## config.mk

```make
export PLATFORM = sky130hd
export DESIGN_NAME = systolic_ibus_arb
export DESIGN_NICKNAME = d
export VERILOG_FILES = /design/src/rtl/systolic_ibus_pkg.sv /design/src/rtl/systolic_ibus_arb_rr_arb2.sv /design/src/rtl/systolic_ibus_arb.sv
export SDC_FILE = /design/constraint.sdc
export NUM_CORES = 1
export LEC_CHECK = 0
export BUFFER_PORTS_ARGS = -buffer_cell sky130_fd_sc_hd__buf_2
export CORE_MARGIN = 2
export CORE_UTILIZATION = 47
export DETAILED_ROUTE_END_ITERATION = 10
export PLACE_DENSITY = 0.8
export SLEW_MARGIN = 20
export SYNTH_ARGS = -nofsm -noshare
export SYNTH_HDL_FRONTEND = slang
export SYNTH_SLANG_ARGS = --single-unit
```

## constraint.sdc

```tcl
create_clock -name clk -period 1.5 [get_ports clk]
set_input_delay 0.15 -clock clk [delete_from_list [all_inputs] [get_ports clk]]
set_output_delay 0.15 -clock clk [all_outputs]
set_load 0.02 [all_outputs]
```

## src/rtl/systolic_ibus_pkg.sv

```systemverilog
// Shared types and defaults for the systolic4 ibus arbiter.
package systolic_ibus_pkg;

  localparam int unsigned AwDefault    = 16;
  localparam int unsigned DwDefault    = 16;
  localparam int unsigned RdLatDefault = 1;

  // Master identifier: 0 = host loader, 1 = sequencer/debug port.
  typedef logic mid_t;
  localparam mid_t M0 = 1'b0;
  localparam mid_t M1 = 1'b1;

  // Bus lock ownership (only used when the lock feature is built in).
  typedef enum logic [1:0] {
    StIdle,
    StLocked0,
    StLocked1
  } lock_state_e;

endpackage

```

## src/rtl/systolic_ibus_arb_rr_arb2.sv

```systemverilog
// Two-way round-robin arbiter; the pointer names the master that wins a tie.
module rr_arb2
  import systolic_ibus_pkg::*;
(
  input  logic clk,
  input  logic rst_n,
  input  logic req0_i,
  input  logic req1_i,
  input  logic freeze_i,
  output logic gnt0_o,
  output logic gnt1_o
);

  mid_t ptr_q, ptr_d;

  // Grant: a lone requester wins, a tie goes to the pointer.
  always_comb begin
    gnt0_o = req0_i;
    gnt1_o = req1_i;
    if (req0_i && req1_i) begin
      gnt0_o = (ptr_q == M0);
      gnt1_o = (ptr_q == M1);
    end
  end

  // Pointer moves to the loser of every grant unless frozen.
  always_comb begin
    ptr_d = ptr_q;
    if (!freeze_i) begin
      if (gnt0_o) begin
        ptr_d = M1;
      end else if (gnt1_o) begin
        ptr_d = M0;
      end
    end
  end

  // Pointer register.
  always_ff @(posedge clk or negedge rst_n) begin
    if (!rst_n) begin
      ptr_q <= M0;
    end else begin
      ptr_q <= ptr_d;
    end
  end

endmodule

```

## src/rtl/systolic_ibus_arb.sv

```systemverilog
// Two-master ibus arbiter for systolic4: independent round-robin read/write
// channels, registered issue, in-order read return steered by an owner tag pipe.
// Optional bus lock built in when SYSTOLIC_ARB_LOCK_EN is defined.
module systolic_ibus_arb
  import systolic_ibus_pkg::*;
#(
  parameter int unsigned AW     = AwDefault,
  parameter int unsigned DW     = DwDefault,
  parameter int unsigned RD_LAT = RdLatDefault
) (
  input  logic          clk,
  input  logic          rst_n,
  input  logic          m0_req,
  input  logic          m0_we,
  input  logic [AW-1:0] m0_adr,
  input  logic [DW-1:0] m0_wdata,
  output logic          m0_gnt,
  output logic          m0_rvalid,
  output logic [DW-1:0] m0_rdata,
  input  logic          m1_req,
  input  logic          m1_we,
  input  logic [AW-1:0] m1_adr,
  input  logic [DW-1:0] m1_wdata,
  output logic          m1_gnt,
  output logic          m1_rvalid,
  output logic [DW-1:0] m1_rdata,
`ifdef SYSTOLIC_ARB_LOCK_EN
  input  logic          m0_lock,
  input  logic          m1_lock,
`endif
  output logic          ren,
  output logic [AW-1:0] ibus_radr,
  input  logic [DW-1:0] ibus_rdata,
  output logic          wen,
  output logic [AW-1:0] ibus_wadr,
  output logic [DW-1:0] ibus_wdata
);

  logic allow0, allow1, freeze;
  logic rd_req0, rd_req1, wr_req0, wr_req1;
  logic rd_gnt0, rd_gnt1, wr_gnt0, wr_gnt1;

  // Requests are masked during reset so no grant is visible while rst_n is low.
  assign rd_req0 = rst_n & allow0 & m0_req & ~m0_we;
  assign rd_req1 = rst_n & allow1 & m1_req & ~m1_we;
  assign wr_req0 = rst_n & allow0 & m0_req & m0_we;
  assign wr_req1 = rst_n & allow1 & m1_req & m1_we;

  rr_arb2 u_rd_arb (
    .clk      (clk),
    .rst_n    (rst_n),
    .req0_i   (rd_req0),
    .req1_i   (rd_req1),
    .freeze_i (freeze),
    .gnt0_o   (rd_gnt0),
    .gnt1_o   (rd_gnt1)
  );

  rr_arb2 u_wr_arb (
    .clk      (clk),
    .rst_n    (rst_n),
    .req0_i   (wr_req0),
    .req1_i   (wr_req1),
    .freeze_i (freeze),
    .gnt0_o   (wr_gnt0),
    .gnt1_o   (wr_gnt1)
  );

  assign m0_gnt = rd_gnt0 | wr_gnt0;
  assign m1_gnt = rd_gnt1 | wr_gnt1;

`ifdef SYSTOLIC_ARB_LOCK_EN
  lock_state_e lk_q, lk_d;

  // Lock state register.
  always_ff @(posedge clk or negedge rst_n) begin
    if (!rst_n) begin
      lk_q <= StIdle;
    end else begin
      lk_q <= lk_d;
    end
  end

  // Lock next state: capture on a locked grant, release once the owner drops lock.
  always_comb begin
    lk_d = lk_q;
    case (lk_q)
      StIdle: begin
        // Both locked grants at once (parallel channels): the read winner owns the bus.
        if (m0_gnt && m0_lock && m1_gnt && m1_lock) begin
          lk_d = rd_gnt0 ? StLocked0 : StLocked1;
        end else if (m0_gnt && m0_lock) begin
          lk_d = StLocked0;
        end else if (m1_gnt && m1_lock) begin
          lk_d = StLocked1;
        end
      end
      StLocked0: if (!m0_lock) lk_d = StIdle;
      StLocked1: if (!m1_lock) lk_d = StIdle;
      default:   lk_d = StIdle;
    endcase
  end

  // Lock outputs: shut out the non-owner and hold both rr pointers.
  always_comb begin
    allow0 = 1'b1;
    allow1 = 1'b1;
    freeze = 1'b0;
    case (lk_q)
      StLocked0: begin
        allow1 = 1'b0;
        freeze = 1'b1;
      end
      StLocked1: begin
        allow0 = 1'b0;
        freeze = 1'b1;
      end
      default: ;
    endcase
  end
`else
  assign allow0 = 1'b1;
  assign allow1 = 1'b1;
  assign freeze = 1'b0;
`endif

  logic          ren_q, ren_d, wen_q, wen_d;
  logic [AW-1:0] radr_q, radr_d, wadr_q, wadr_d;
  logic [DW-1:0] wdata_q, wdata_d;
  mid_t          rd_owner_q, rd_owner_d;

  // Issue next state: winner's fields are launched next cycle, addresses hold when idle.
  always_comb begin
    ren_d      = rd_gnt0 | rd_gnt1;
    wen_d      = wr_gnt0 | wr_gnt1;
    rd_owner_d = rd_gnt1 ? M1 : M0;
    radr_d     = radr_q;
    wadr_d     = wadr_q;
    wdata_d    = wdata_q;
    if (rd_gnt0) begin
      radr_d = m0_adr;
    end else if (rd_gnt1) begin
      radr_d = m1_adr;
    end
    if (wr_gnt0) begin
      wadr_d  = m0_adr;
      wdata_d = m0_wdata;
    end else if (wr_gnt1) begin
      wadr_d  = m1_adr;
      wdata_d = m1_wdata;
    end
  end

  // Issue registers.
  always_ff @(posedge clk or negedge rst_n) begin
    if (!rst_n) begin
      ren_q      <= 1'b0;
      wen_q      <= 1'b0;
      rd_owner_q <= M0;
      radr_q     <= '0;
      wadr_q     <= '0;
      wdata_q    <= '0;
    end else begin
      ren_q      <= ren_d;
      wen_q      <= wen_d;
      rd_owner_q <= rd_owner_d;
      radr_q     <= radr_d;
      wadr_q     <= wadr_d;
      wdata_q    <= wdata_d;
    end
  end

  assign ren        = ren_q;
  assign wen        = wen_q;
  assign ibus_radr  = radr_q;
  assign ibus_wadr  = wadr_q;
  assign ibus_wdata = wdata_q;

  logic [RD_LAT-1:0] tag_vld_q, tag_vld_d;
  logic [RD_LAT-1:0] tag_id_q, tag_id_d;

  // Tag pipe shift: the issued read's owner reaches the last stage as its data arrives.
  always_comb begin
    tag_vld_d    = '0;
    tag_id_d     = '0;
    tag_vld_d[0] = ren_q;
    tag_id_d[0]  = rd_owner_q;
    for (int unsigned i = 1; i < RD_LAT; i++) begin
      tag_vld_d[i] = tag_vld_q[i-1];
      tag_id_d[i]  = tag_id_q[i-1];
    end
  end

  // Tag pipe registers; reset drops every in-flight read.
  always_ff @(posedge clk or negedge rst_n) begin
    if (!rst_n) begin
      tag_vld_q <= '0;
      tag_id_q  <= '0;
    end else begin
      tag_vld_q <= tag_vld_d;
      tag_id_q  <= tag_id_d;
    end
  end

  mid_t          ret_id;
  logic [DW-1:0] rdata0_q, rdata1_q;

  assign ret_id    = tag_id_q[RD_LAT-1];
  assign m0_rvalid = tag_vld_q[RD_LAT-1] & (ret_id == M0);
  assign m1_rvalid = tag_vld_q[RD_LAT-1] & (ret_id == M1);

  // Return data holding registers, loaded on each master's rvalid pulse.
  always_ff @(posedge clk or negedge rst_n) begin
    if (!rst_n) begin
      rdata0_q <= '0;
      rdata1_q <= '0;
    end else begin
      if (m0_rvalid) rdata0_q <= ibus_rdata;
      if (m1_rvalid) rdata1_q <= ibus_rdata;
    end
  end

  // ibus_rdata is only valid in the rvalid cycle, so it is forwarded then and held after.
  assign m0_rdata = m0_rvalid ? ibus_rdata : rdata0_q;
  assign m1_rdata = m1_rvalid ? ibus_rdata : rdata1_q;

endmodule
```

==> impl_metrics.yaml <==
placed_design:
  dp.cells: 567
  placed_cell_area_um2: 4820
  dp_hpwl_mm: 7.18
  io_buffers: 171
  routabilityCongestion: 0.848
yosys:
  synth.most_common_cell: "dfrtp_1"
  yosysWarnings: 0
  synth_nets: 385
  ys_types: 27
  syn_inst: 299
  synthArstFlopShare_pct: 100
  yosys.area_share.simple_pct: 13.7
  yosys-top-cells-count: "dfrtp_1 (87), nor3_1 (33), a221o_1 (32), mux2_2 (32), nor3b_1 (32)"
  synth_compound_area_share_pct: 13.0
  synthTopCellsByArea: "dfrtp_1 (58%), mux2_2 (9.7%), a221o_1 (8.6%), nor3b_1 (6.4%), nor3_1 (4.4%)"
  netlist.top_cell.by_area: "dfrtp_1"
  synth-xor-area-share_pct: 0
  synth_area_um2: 3730
  ys_seq_area_share_pct: 58.4
  synth_mux_area_share_pct: 9.66
  synth_edf_count: 0
  syn_area_per_cell_um2: 12.5
  synth_top_area_share_pct: 58.4
  synth.ff_latch_count: 87
  synthAdderAreaFrac_pct: 0
  synth_top_family_by_area: "simple AND/OR/NAND/NOR gates"
  synthFlopType: "dfrtp_1"
hold_path:
  min_path_type: "primary input to flop"
  min_to: "ibus_wdata[7]"
  min_delay_path_depth: 2
  worstHoldStart: "m1_wdata[7]"
pwr:
  power.static_leakage_nw: 2.57
  p_int_mw: 4.31
  pwr-share-clk_pct: 22.7
  pwr_density_cell_nw_per_um2: 1270
  seq_power_share_pct: 45.4
  total_power_mw: 6.57
  p_sw_mw: 2.26
  max-vdd-ir-drop_mv: 0.519
  p_sw_share_pct: 34.4
  combPwrFrac_pct: 31.9
route:
  post_drt_wl_per_cell_um: 17.8
  drc: 0
  vias: 3317
  viasPerCell: 5.57
  drt-total-wl_mm: 10.6
  first_pass_iters: 4
  drtIter0Drc: 173
  ant_nets: 0
sta:
  finalCriticalPeriod_ps: 1670
  clock.fmax_mhz: 598
  setup_viol: 34
  rsz0062_at_grt: "yes"
  fin_skew_ps: 12.3
  maxSlewHeadroom_pct: 51.9
  drv_slew: 0
  final.period_utilization_pct: 111
  hold_viol_final: 0
  setup_slack_ps: -172
  hold_ws_ps: 23.2
  tightest_slew_ps: 721
setup_path:
  reg2reg_to: "ibus_radr[15]"
  start_kind: "flop"
  timing.rr.start: "u_rd_arb.ptr_q"
  cp_top_family: "flip-flops"
  cp.arrival_ps: 1520
  crit_buf_inv: 2
  worst-path-max-fanout: 17
  crit_type: "flop to primary output"
  ff2ff_setup_slack_ps: 60
  crit_path_end_kind: "primary output"
  required_ps: 1350
  worstPathCellList: "nand2_1 -> buf_12 -> mux2_2 -> buf_4"
  r2r_cells: 6
  cpPeakStageDelay_ps: 380
  worst_path_max_delay_cell: "dfrtp_1"
cells_and_area:
  drive_gt1_share_pct: 52.1
  fillers: 590
  area.growth.synth_to_final_pct: 39.2
  final_area_um2: 5190
  layout.nets: 574
  stdcell_count: 595
  diodes: 0
global_route:
  grt_pass1_wl_mm: 16.7
  grt_max_degree: 82
  grt_pass1_vias: 3383
  grt_util_all_layers_pct: 24.6
  grt-ovfl-total: 0
  antenna_found_initial: 0
clocking:
  cts.sinks: 87
  ctsRootBufferMaster: "clkbuf_8"
  clock_latency_ps: 350
  cts_max_level: 3
  cts_buffer_depth: 2
  numCtsBuffers: 9
  path_clk_slew_ps: 90
  tritoncts: "done"
floorplan:
  core_um2: 7730
  fp.dieW_um: 93.1
  fp.dieH_um: 93.1
  rows: 32
  initial_core_util_pct: 48.3
  ios: 172
  dieArea_um2: 8670
run_status:
  status: "finished with violations"
  violations: "negative setup slack"
job:
  cap_violations: 0
## worst max path at each step
stage,cells past startpoint,startpoint,to,slack [ps]
after global routing,4,tag_vld_q,m0_rdata[1],-280
after global placement,5,rst_n,m1_gnt,170
after floorplan,4,u_rd_arb.ptr_q,m0_gnt,120
after detailed placement,5,rst_n,m1_gnt,110
after CTS,4,ret_id,m0_rdata[11],-210
final,4,ret_id,m1_rdata[4],-170
## cell type report
| cell class | count | area [um^2] | area share, % |
|---|---|---|---|
| Timing Repair Buffer | 201 | 1230 | 23.6 |
| Tap cell | 102 | 128 | 2.46 |
| Inverter | 22 | 82.6 | 1.59 |
| Clock buffer | 10 | 138 | 2.65 |
| Sequential cell | 87 | 2180 | 41.9 |
| Clock inverter | 6 | 43.8 | 0.843 |
| Multi-Input combinational cell | 167 | 1400 | 26.9 |
## repair_timing
item / 4_1_cts / 5_1_grt
buffers inserted: 9 / 1
gates resized for setup: 10 / 9
endpoints found under the hold margin: 6 / 1
gates cloned: 1 / 0
endpoints found under the setup margin: 34 / 37
pin swaps: 5 / 2
hold buffers: 1 / 1
## through the flow
stage	setup slack [ps]	setup TNS, ps	util (%)
finish	-172	-5350	67.2
global route	-285	-8680	67.2
CTS	-210	-6470	66.6
detailed placement	108	0	62.4
global placement	173	0	62.4
floorplan	119	0	-
## state kept, by name (all words and copies together) (netlist names)
register / flops
ren: 1
rdata0_q: 16
wen: 1
rdata1_q: 16
rd_owner_q: 1
ibus_wdata: 16
ibus_radr: 16
u_rd_arb.ptr_q: 1
u_wr_arb.ptr_q: 1
ret_id: 1
ibus_wadr: 16
tag_vld_q: 1
## placed cells by master (no fill, tap or decap), types with 6 or more instances in the layout
cell,count
clkbuf_8,10
a221o_1,32
nor3b_1,32
inv_1,22
buf_2,162
nor3_1,32
mux2_2,31
buf_4,25
a211oi_1,15
dfrtp_1,87
buf_12,6
## routing by layer
| metal | global-route usage [%] | part of all wire, % | vias up |
|---|---|---|---|
| met2 | 41.7 | 49 | 190 |
| met3 | 6.45 | 9.1 | 25 |
| li1 | - | - | 1488 |
| met4 | 7.60 | 1.6 | 0 |
| met1 | 31.1 | 40 | 1614 |
| met5 | 0 | 0 | - |
## worst register-to-register path, stage by stage (launching register included)
cell and delay [ps]:
dfrtp_1 430, buf_6 130, and3b_1 180, buf_4 150
buf_4 160, nor3_1 190, a211oi_2 80
## kinds of logic after synthesis
| logic type | after synthesis |
|---|---|
| AO/OA/AOI/OAI | 54 |
| buffers and inverters | 45 |
| flip-flops | 87 |
| multiplexers | 32 |
| AND/OR/NAND/NOR | 81 |
## power groups by stage
stage	Clock, mW	Combinational, mW	Sequential, mW
final	1.49	2.10	2.99
after global routing	1.65	2.24	3.03
after CTS	1.52	2.08	2.98
after detailed placement	0	2.00	3.02
after global placement	0	1.95	3.00
after floorplan	0	0.915	3.28
(Power assumes the default switching activity.)
